**src/rtl/word_2_byte.sv**
```systemverilog
// word_2_byte: splits 16-bit words into two bytes (low byte first) for the
// UART transmit path, with a one-word holding register so the next word can be
// accepted while the current one is being sent.
//
// Ports:
//   clk        rising-edge system clock
//   rst        synchronous active-low reset, not gated by ce
//   ce         clock enable; nothing advances while ce=0
//   word_dv    upstream word valid
//   word       upstream word, captured on accept
//   word_ready block can accept a word (derived from registers and rst only)
//   byte_ready downstream TX can accept a byte
//   byte_dv    byteee holds a valid byte (registered)
//   byteee     byte to transmit (registered)
//   busy       a word is in flight or held
module word_2_byte #(
  parameter int unsigned GAP_CYCLES = 0
) (
  input  logic        clk,
  input  logic        rst,
  input  logic        ce,
  input  logic        word_dv,
  input  logic [15:0] word,
  output logic        word_ready,
  input  logic        byte_ready,
  output logic        byte_dv,
  output logic [7:0]  byteee,
  output logic        busy
);

  localparam int unsigned CNT_W   = (GAP_CYCLES > 0) ? $clog2(GAP_CYCLES + 1) : 1;
  localparam logic        HAS_GAP = (GAP_CYCLES > 0);
  localparam logic [CNT_W-1:0] GAP_LOAD =
    (GAP_CYCLES > 0) ? CNT_W'(GAP_CYCLES - 1) : '0;

  typedef enum logic [1:0] {
    ST_IDLE = 2'd0,
    ST_LO   = 2'd1,
    ST_GAP  = 2'd2,
    ST_HI   = 2'd3
  } state_t;

  state_t           state_q, state_d;
  logic [15:0]      cur_q, cur_d;
  logic [15:0]      hold_q, hold_d;
  logic             hold_valid_q, hold_valid_d;
  logic [CNT_W-1:0] cnt_q, cnt_d;
  logic             tgt_hi_q, tgt_hi_d;
  logic             byte_dv_q, byte_dv_d;
  logic [7:0]       byteee_q, byteee_d;

  logic word_acc;
  logic byte_acc;

  // Ready depends only on registers and reset, never on word_dv/byte_ready.
  assign word_ready = rst & ~hold_valid_q;
  assign word_acc   = word_dv & word_ready & ce;
  assign byte_acc   = byte_dv_q & byte_ready & ce;

  assign byte_dv = byte_dv_q;
  assign byteee  = byteee_q;
  assign busy    = (state_q != ST_IDLE) | hold_valid_q;

  // Next-state, datapath and registered-output computation.
  always_comb begin
    state_d      = state_q;
    cur_d        = cur_q;
    hold_d       = hold_q;
    hold_valid_d = hold_valid_q;
    cnt_d        = cnt_q;
    tgt_hi_d     = tgt_hi_q;

    // Words arriving while a word is in flight go to the holding register,
    // except when the high byte leaves in the same cycle (handled in ST_HI).
    if (word_acc && (state_q != ST_IDLE) && !((state_q == ST_HI) && byte_acc)) begin
      hold_d       = word;
      hold_valid_d = 1'b1;
    end

    case (state_q)
      ST_IDLE: begin
        if (word_acc) begin
          cur_d   = word;
          state_d = ST_LO;
        end
      end
      ST_LO: begin
        if (byte_acc) begin
          if (HAS_GAP) begin
            state_d  = ST_GAP;
            cnt_d    = GAP_LOAD;
            tgt_hi_d = 1'b1;
          end else begin
            state_d = ST_HI;
          end
        end
      end
      ST_GAP: begin
        if (ce) begin
          if (cnt_q == '0) begin
            state_d = tgt_hi_q ? ST_HI : ST_LO;
          end else begin
            cnt_d = cnt_q - 1'b1;
          end
        end
      end
      ST_HI: begin
        if (byte_acc) begin
          if (hold_valid_q || word_acc) begin
            cur_d        = hold_valid_q ? hold_q : word;
            hold_valid_d = 1'b0;
            if (HAS_GAP) begin
              state_d  = ST_GAP;
              cnt_d    = GAP_LOAD;
              tgt_hi_d = 1'b0;
            end else begin
              state_d = ST_LO;
            end
          end else begin
            state_d = ST_IDLE;
          end
        end
      end
      default: state_d = ST_IDLE;
    endcase

    // Byte outputs follow the next state so they are valid in the cycle the
    // state is entered; they cannot change while a byte is pending.
    byte_dv_d = (state_d == ST_LO) || (state_d == ST_HI);
    byteee_d  = byteee_q;
    if (state_d == ST_LO) begin
      byteee_d = cur_d[7:0];
    end else if (state_d == ST_HI) begin
      byteee_d = cur_d[15:8];
    end
  end

  // State register with synchronous active-low reset.
  always_ff @(posedge clk) begin
    if (!rst) begin
      state_q      <= ST_IDLE;
      cur_q        <= '0;
      hold_q       <= '0;
      hold_valid_q <= 1'b0;
      cnt_q        <= '0;
      tgt_hi_q     <= 1'b0;
      byte_dv_q    <= 1'b0;
      byteee_q     <= 8'h00;
    end else begin
      state_q      <= state_d;
      cur_q        <= cur_d;
      hold_q       <= hold_d;
      hold_valid_q <= hold_valid_d;
      cnt_q        <= cnt_d;
      tgt_hi_q     <= tgt_hi_d;
      byte_dv_q    <= byte_dv_d;
      byteee_q     <= byteee_d;
    end
  end

endmodule

```
**config.mk**
```make
export PLATFORM = sky130hd
export DESIGN_NAME = word_2_byte
export DESIGN_NICKNAME = d
export VERILOG_FILES = /design/src/rtl/word_2_byte.sv
export SDC_FILE = /design/constraint.sdc
export NUM_CORES = 1
export LEC_CHECK = 0
export ABC_AREA = 0
export BUFFER_PORTS_ARGS = -buffer_cell sky130_fd_sc_hd__buf_2
export CELL_PAD_IN_SITES_DETAIL_PLACEMENT = 0
export CELL_PAD_IN_SITES_GLOBAL_PLACEMENT = 1
export CORE_MARGIN = 1.5
export CORE_UTILIZATION = 43
export DETAILED_ROUTE_END_ITERATION = 10
export GPL_ROUTABILITY_DRIVEN = 0
export HOLD_SLACK_MARGIN = 0.12
export PLACE_DENSITY = 0.81
export SLEW_MARGIN = 20
export SYNTH_ARGS = -nofsm -noshare
export SYNTH_HDL_FRONTEND = slang
export SYNTH_SLANG_ARGS = --single-unit
```
**constraint.sdc**
```tcl
create_clock -name clk -period 2.6 [get_ports clk]
set_clock_uncertainty 0.1 [all_clocks]
set_input_delay 0.65 -clock clk [delete_from_list [all_inputs] [get_ports clk]]
set_output_delay 0.65 -clock clk [all_outputs]
set_load 0.005 [all_outputs]
```
==> metrics.yaml, run 1 <==
ys.flop_type: "dfxtp_1"
cp-startpoint: "state_q[1]"
dr.pass1.iters: 4
most-common-layout-cells: "dfxtp_1 (43), nor2_1 (41), buf_2 (31)"
min_period_ns: 2.38
fin_crit_sh_pct: 91.5
power_mw: 1.99
slew_headroom_pct: 61.4
crit_chain: "inv_1 -> ha_1 -> nand2b_1 -> a2111oi_4 -> a22o_1 -> o2111ai_1 -> o211ai_1"
die-area_um2: 5860
route.met3.wl_um: 179
viasPerCell: 5.53
drcViolationCount: 0
cp_slowest_cell: "a2111oi_4"
max_stage_delay_ns: 0.59
via_count: 2025
timing.fmax_mhz: 420
clockBufferDepth: 2
ant_nets: 0
end_kind: "register"
drv_cap: 0
antenna_found_initial: 0
fp.dieW_um: 76.5
p_leak_nw: 1.04
outcome: "finished clean"
dpl_worst_slack_ns: 0.142
cts_setup_buffers: 0
postCtsHoldBufs: 0
n_antenna_cell: 0
synth_top_area_share_pct: 37.0
wl_um: 5800
initial_utilization_pct: 44.9
clk-insertion-delay-late_ns: 0.29
syn-num-nets: 276
timing.final.ws_setup_ns: 0.220
synth-seq-cells: 43
ioPinCount: 32
grt_pass1_vias: 1897
wire_per_inst_um: 15.9
yosysSeqAreaShare_pct: 37.0
highest_layer: "met4"
synth_top_cells_by_area: "dfxtp_1 (37%), mux2i_1 (9.9%), nor2_1 (6.6%)"
drv_slew: 0
crit_type: "reg2reg"
layout_commonest_cell: "dfxtp_1"
crit_required_ns: 2.72
dr_wl_met2_um: 2720
utilization_pct: 52.7
ctsResizeCount: 0
area_growth_pct: 17.3
hpwl_um: 4200
ir_worst_vdd_uv: 331
cts_buffers: 5
rows: 26
hp-start: "hold_q[2]"
wl_met1_um: 2880
cts_tree: "yes"
grt_pass1_wl_um: 9380
synthCells: 251
whs_ns: 0.397
tightest_slew_ns: 0.579
synth_cell_types: 47
cts_sinks: 43
placed_area_um2: 2640
grt_max_degree: 25
syn_area_per_cell_um2: 9.26
regToRegStartpoint: "state_q[1]"
numPortBuffers: 31
stdcell_area_um2: 2730
ys_async_sr_fraction_pct: 0
setup-tns-final_ns: 0
instances_no_fill: 366
fin_nets: 320
synth_edf_count: 0
drt_iter0_drc: 141
worst_setup_path_start_kind: "register"
hold-path-cell-count: 2
netlist.top_cell.by_area: "dfxtp_1"
core_um2: 5170
clk_pin_slew_ns: 0.09
track_usage_pct: 20.0
hold_violations: 0
ctsHtreeMaxLevel: 2
power.density_nw_per_um2: 730
rsz0062_at_grt: "false"
cts-root-buf: "clkbuf_8"
path_max_fanout: 9
drive_gt1_share_pct: 24.7
hold_path_class: "reg2reg"
grt-ovfl-total: 0
rr_worst_depth: 7
yosysWarnings: 0
worstPathArrival_ns: 2.50
synthesis.area_um2: 2320
dp.cells: 358
fp.dieH_um: 76.5
setup_viol: 0
## state kept, by name (all words and copies together), names as in the netlist
name          count
state_q           1
cur_q            16
hold_q           16
byteee            8
hold_valid_q      1
byte_dv           1
## cell usage after synthesis, types with 2 or more instances
library cell and instances:
a22o_1 14, and2_1 2, nand2_1 8, nor2_1 41, a21o_1 2, o2111ai_1 3, a31oi_1 5, buf_4 4
a221oi_1 7, clkbuf_1 5, buf_2 4, ha_1 4, a21boi_0 7, mux2i_1 23, nand3_1 11, a21oi_1 11
inv_1 3, dfxtp_1 43, mux2_2 2, nand2b_1 3, nor2b_1 2, buf_6 4, o211ai_1 12, a211oi_1 7
and3_1 2
## path summary, 6_finish.rpt
kind | end | slack, ns
max | byteee[0] | 0.22
max reg2reg | byteee[0] | 0.22
min reg2reg | hold_q[2] | 0.40
min | hold_q[2] | 0.40
## critical path, delay by kind of cell, from the launching register on
family | cells | cell delay [ns]
AO/OA/AOI/OAI | 4 | 1.06
adder cells (fa/ha/maj) | 1 | 0.41
buffers and inverters | 1 | 0.09
flip-flops | 1 | 0.42
AND/OR/NAND/NOR | 1 | 0.23
## power by group
group / total [mW] / switching (mW) / internal (mW) / leakage [nW]
sequential: 0.774 / 0.0463 / 0.728 / 0.348
combinational: 0.795 / 0.460 / 0.335 / 0.655
clock: 0.422 / 0.234 / 0.188 / 0.0412
total: 1.99 / 0.740 / 1.25 / 1.04
## routing by layer
| metal | vias up | track usage (%) |
|---|---|---|
| li1 | 1036 | - |
| met1 | 947 | 27.4 |
| met2 | 40 | 32.8 |
| met3 | 2 | 2.63 |
| met4 | 0 | 5.56 |
| met5 | - | 0 |
## final cells by class
type | count | area, um2
clock buffers | 6 | 72.6
clock inverters | 2 | 12.5
fillers | 492 | 2440
inverters | 4 | 15.0
multi-input cells | 186 | 1330
flip-flops and latches | 43 | 861
well taps | 70 | 87.6
repair buffers | 55 | 348
## cells by family (layout without fill, tap and decap cells)
logic type      Yosys count  after routing  share of synthesized area, %
simple gates             78             78                          16.5
flops                    43             43                          37.0
fa+ha+maj                 4              4                          2.15
compound gates           79             79                          27.7
mux                      25             25                          10.9
buf+inv                  22             67                          5.70
(Power assumes the default switching activity.)
==> inputs of run 2 (changes only) <==
- CORE_ASPECT_RATIO: not set -> 1.2
- SETUP_SLACK_MARGIN: not set -> 0.02
==> metrics.yaml, run 2 (same netlist as run 1, synthesis figures left out) <==
p_seq_share_pct: 37.5  # was 38.9%
fin_crit_sh_pct: 93.8  # was 91.5%
initial_utilization_pct: 44.2  # was 44.9%
most-common-layout-cells: "dfxtp_1 (43), nor2_1 (41), buf_2 (31)"  # unchanged
drv_cap: 0  # unchanged
drcViolationCount: 0  # unchanged
drive_gt1_share_pct: 23.7  # was 24.7%
pwr-share-comb_pct: 37.1  # was 39.9%
utilization_pct: 51.5  # was 52.7%
wl_um: 5820  # was 5800 um
seq_area_um2: 861  # unchanged
fin_nets: 315  # was 320
worstPathArrival_ns: 2.56  # was 2.50 ns
worst_setup_path_start_kind: "register"  # unchanged
numPortBuffers: 31  # unchanged
area_growth_pct: 16.5  # was 17.3%
fp.dieW_um: 70.1  # was 76.5 um
drt_iter0_drc: 113  # was 141
setup_viol: 0  # unchanged
path_max_fanout: 9  # unchanged
p_int_mw: 1.33  # was 1.25 mW
grt_pass1_wl_um: 9720  # was 9380 um
cts_sinks: 43  # unchanged
dr.pass1.iters: 4  # unchanged
fp.dieH_um: 83.5  # was 76.5 um
clockBufferDepth: 2  # unchanged
die-area_um2: 5860  # about the same
drv_slew: 0  # unchanged
cts_buffers: 5  # unchanged
min_period_ns: 2.44  # was 2.38 ns
ctsResizeCount: 0  # unchanged
grt-ovfl-total: 0  # unchanged
grt_max_degree: 18  # was 25
wire_per_inst_um: 16.5  # was 15.9 um
n_antenna_cell: 0  # unchanged
postCtsHoldBufs: 0  # unchanged
cts_setup_buffers: 0  # unchanged
end_kind: "register"  # unchanged
crit_chain: "inv_1 -> ha_1 -> nand2b_1 -> a2111oi_4 -> a22o_1 -> o2111ai_1 -> o211ai_1"  # unchanged
grt_pass1_vias: 2035  # was 1,897
power_frac_clock_pct: 25.4  # was 21.2%
cts_tree: "yes"  # unchanged
outcome: "finished clean"  # unchanged
core_um2: 5260  # was 5170 um2
multi_input_area_um2: 1330  # unchanged
rows: 29  # was 26
timing.fmax_mhz: 410  # was 420 MHz
layout_commonest_cell: "dfxtp_1"  # unchanged
clk_pin_slew_ns: 0.08  # was 0.09 ns
cts-root-buf: "clkbuf_8"  # unchanged
viasPerCell: 5.80  # was 5.53
crit_required_ns: 2.72  # about the same
fill_cells: 507  # was 492
via_count: 2047  # was 2,025
ant_nets: 0  # unchanged
slew_headroom_pct: 58.5  # was 61.4%
p_leak_nw: 1.04  # about the same
max_stage_delay_ns: 0.62  # was 0.59 ns
hold_violations: 0  # unchanged
clk-insertion-delay-late_ns: 0.30  # was 0.29 ns
hold_path_class: "reg2reg"  # unchanged
track_usage_pct: 20.6  # was 20.0%
power_mw: 2.07  # was 1.99 mW
ir_worst_vdd_uv: 378  # was 331 uV
antenna_found_initial: 0  # unchanged
tightest_slew_ns: 0.623  # was 0.579 ns
switching_share_pct: 35.6  # was 37.2%
cp_slowest_cell: "a2111oi_4"  # unchanged
crit_type: "reg2reg"  # unchanged
power.density_nw_per_um2: 764  # was 730 nW/um2
hpwl_um: 4250  # was 4200 um
rsz0062_at_grt: "false"  # unchanged
ctsHtreeMaxLevel: 2  # unchanged
ioPinCount: 32  # unchanged
power_switching_mw: 0.737  # was 0.740 mW
run 2: stage by stage:
stage | instances | setup TNS [ns] | setup slack [ns] | area, um2 | hold slack [ns]
after floorplan | 251 | 0 | 0.455 | 2320 | 0.354
after global placement | 345 | -0.0471 | -0.0471 | 2590 | 0.371
after detailed placement | 345 | 0 | 0.0324 | 2590 | 0.380
after CTS | 353 | 0 | 0.171 | 2710 | 0.405
after global routing | 353 | 0 | 0.0209 | 2710 | 0.439
final | 353 | 0 | 0.161 | 2710 | 0.398
run 2: routing by layer:
metal | part of all wire, % | global-route usage (%) | wire (um) | up-vias
met1 | 45 | 26.8 | 2590 | 961
met4 | 2.4 | 8.74 | 138 | 0
met5 | 0 | 0 | 0 | -
li1 | - | - | - | 1022
met2 | 49 | 34.1 | 2860 | 54
met3 | 4.0 | 3.02 | 233 | 10
run 2: power by group through the flow:
stage	clock network [mW]	registers, mW	logic (mW)
after floorplan	0	0.785	0.485
after global placement	0	0.789	0.767
final	0.526	0.776	0.767
after detailed placement	0	0.792	0.760
after CTS	0.539	0.776	0.764
after global routing	0.564	0.786	0.843
run 2: layout make-up:
class                           instances  share of cell area (%)
Multi-Input combinational cell        186                    49.2
Tap cell                               62                    2.87
Sequential cell                        43                    31.8
Timing Repair Buffer                   50                    11.5
Clock buffer                            5                    2.54
Inverter                                4                   0.555
Clock inverter                          3                    1.62
run 2: final timing paths:
path / startpoint / to / slack, ns / depth (start not counted)
max reg2reg: state_q[1] / byteee[2] / 0.16 / 7
min reg2reg: hold_q[15] / hold_q[15] / 0.40 / 2
min: hold_q[15] / hold_q[15] / 0.40 / 2
max: state_q[1] / byteee[2] / 0.16 / 7
run 2: worst max-delay path, delay by kind of cell (launching register included):
kind | cells | cell delay [ns]
compound gates | 4 | 1.13
fa+ha+maj | 1 | 0.40
buf+inv | 1 | 0.09
flops | 1 | 0.42
simple gates | 1 | 0.22
==> inputs of run 3 (changes only) <==
==> constraint.sdc (replaced) <==
create_clock -name clk -period 2.6 [get_ports clk]
set_clock_uncertainty 0.1 [all_clocks]
set_input_delay 0.26 -clock clk [delete_from_list [all_inputs] [get_ports clk]]
set_output_delay 0.26 -clock clk [all_outputs]
set_load 0.005 [all_outputs]
==> metrics.yaml, run 3 (same netlist as run 1, synthesis figures left out) <==
wire_per_inst_um: 16.5  # about the same
crit_type: "reg2reg"  # unchanged
r2r_slack_ns: 0.16  # about the same
most-common-layout-cells: "dfxtp_1 (43), nor2_1 (41), buf_2 (31)"  # unchanged
hp-start: "word[6]"  # was hold_q[15]
crit_required_ns: 2.73  # was 2.72 ns
layout_commonest_cell: "dfxtp_1"  # unchanged
cp.buffers_inverters: 1  # unchanged
stdcell_area_um2: 2710  # about the same
tightest_slew_ns: 0.671  # was 0.623 ns
ir_worst_vdd_uv: 453  # was 378 uV
power.density_nw_per_um2: 726  # was 764 nW/um2
grt_pass1_vias: 1974  # was 2,035
area_growth_pct: 16.5  # about the same
rows: 29  # unchanged
path_max_fanout: 9  # unchanged
ant_nets: 0  # unchanged
numPortBuffers: 31  # unchanged
grt_pass1_wl_um: 9850  # was 9720 um
worst_setup_path_start_kind: "register"  # unchanged
drive_gt1_share_pct: 22.4  # was 23.7%
end_kind: "register"  # unchanged
cp_slowest_cell: "a2111oi_4"  # unchanged
ctsHtreeMaxLevel: 2  # unchanged
placed_area_um2: 2560  # was 2590 um2
clockBufferDepth: 2  # unchanged
fin_nets: 318  # was 315
wl_um: 5880  # was 5820 um
drcViolationCount: 0  # unchanged
track_usage_pct: 20.7  # was 20.6%
clk-insertion-delay-late_ns: 0.30  # about the same
min_period_ns: 2.44  # about the same
fp.dieH_um: 83.5  # unchanged
p_leak_nw: 1.03  # was 1.04 nW
outcome: "finished clean"  # unchanged
rsz0062_at_grt: "false"  # unchanged
die-area_um2: 5860  # unchanged
timing.fmax_mhz: 410  # about the same
fin_crit_sh_pct: 93.8  # about the same
viasPerCell: 5.92  # was 5.80
worstPathArrival_ns: 2.57  # was 2.56 ns
hold_path_class: "in2reg"  # was reg2reg
grt_max_degree: 22  # was 18
n_antenna_cell: 0  # unchanged
drt_iter0_drc: 147  # was 113
cts_buffers: 5  # unchanged
initial_utilization_pct: 44.2  # unchanged
slew_headroom_pct: 55.3  # was 58.5%
timing.final.ws_setup_ns: 0.160  # was 0.161 ns
setup_viol: 0  # unchanged
core_um2: 5260  # unchanged
cts_tree: "yes"  # unchanged
fp.dieW_um: 70.1  # unchanged
cts-root-buf: "clkbuf_8"  # unchanged
dpl_worst_slack_ns: 0.217  # was 0.0324 ns
ioPinCount: 32  # unchanged
fill_cells: 511  # was 507
regToRegStartpoint: "state_q[1]"  # unchanged
crit_chain: "inv_1 -> ha_1 -> nand2b_1 -> a2111oi_4 -> a22o_1 -> o2111ai_1 -> o211ai_1"  # unchanged
hpwl_um: 4140  # was 4250 um
max_stage_delay_ns: 0.61  # was 0.62 ns
clk_pin_slew_ns: 0.09  # was 0.08 ns
dr.pass1.iters: 5  # was 4
setup-tns-final_ns: 0  # unchanged
via_count: 2106  # was 2,047
cp-startpoint: "state_q[1]"  # unchanged
cp_top_family: "compound AO/OA/AOI/OAI gates"  # unchanged
antenna_found_initial: 0  # unchanged
drv_cap: 0  # unchanged
grt-ovfl-total: 0  # unchanged
cts_sinks: 43  # unchanged
drv_slew: 0  # unchanged
hold_violations: 0  # unchanged
-- run 3: per-layer routing --
| layer | wire (um) | GRT usage, % | part of all wire (%) | up-vias |
|---|---|---|---|---|
| met5 | 0 | 0 | 0 | - |
| met4 | 246 | 11.0 | 4.2 | 0 |
| met3 | 202 | 2.78 | 3.4 | 16 |
| met2 | 2700 | 32.6 | 46 | 56 |
| met1 | 2730 | 27.4 | 46 | 1011 |
| li1 | - | - | - | 1023 |
-- run 3: area by class of cell --
cell class                      instances  area (um2)  area share (%)
Sequential cell                        43         861            31.8
Multi-Input combinational cell        186        1330            49.1
Timing Repair Buffer                   53         335            12.4
Tap cell                               62        77.6            2.86
Inverter                                4        15.0           0.554
Clock inverter                          3        20.0           0.739
Clock buffer                            5        68.8            2.54
-- run 3: worst paths after layout --
check	to	cells past startpoint
worst max-delay path	byteee[0]	7
worst min-delay path	hold_q[6]	3
worst max register to register	byteee[0]	7
worst min register to register	byteee[3]	2
-- run 3: timing repair --
action | 4_1_cts | 5_1_grt
endpoints found under the hold margin | 6 | 0
resized for setup | 0 | 0
hold buffers | 6 | 0
setup endpoints to repair | 0 | 3
setup buffers | 0 | 0
-- run 3: power by group --
group / total, mW / leakage (nW) / switching, mW / internal (mW)
logic: 0.769 / 0.643 / 0.465 / 0.304
registers: 0.769 / 0.348 / 0.0416 / 0.728
clock network: 0.428 / 0.0402 / 0.241 / 0.187
-- run 3: tightest hold or removal path, delay by kind of cell --
family / cells / cell delay [ns]
muxes: 1 / 0.06
buffers and inverters: 1 / 0.10
and+or+nand+nor: 1 / 0.07
-- run 3: metrics by stage --
step	hold WS, ns	total power, mW	instances	util, %
after floorplan	0.307	1.27	251	-
after global placement	0.369	1.53	342	48.7
after detailed placement	0.383	1.54	342	48.7
after CTS	0.127	1.97	356	51.5
after global routing	0.159	2.09	356	51.5
final	0.132	1.97	356	51.5
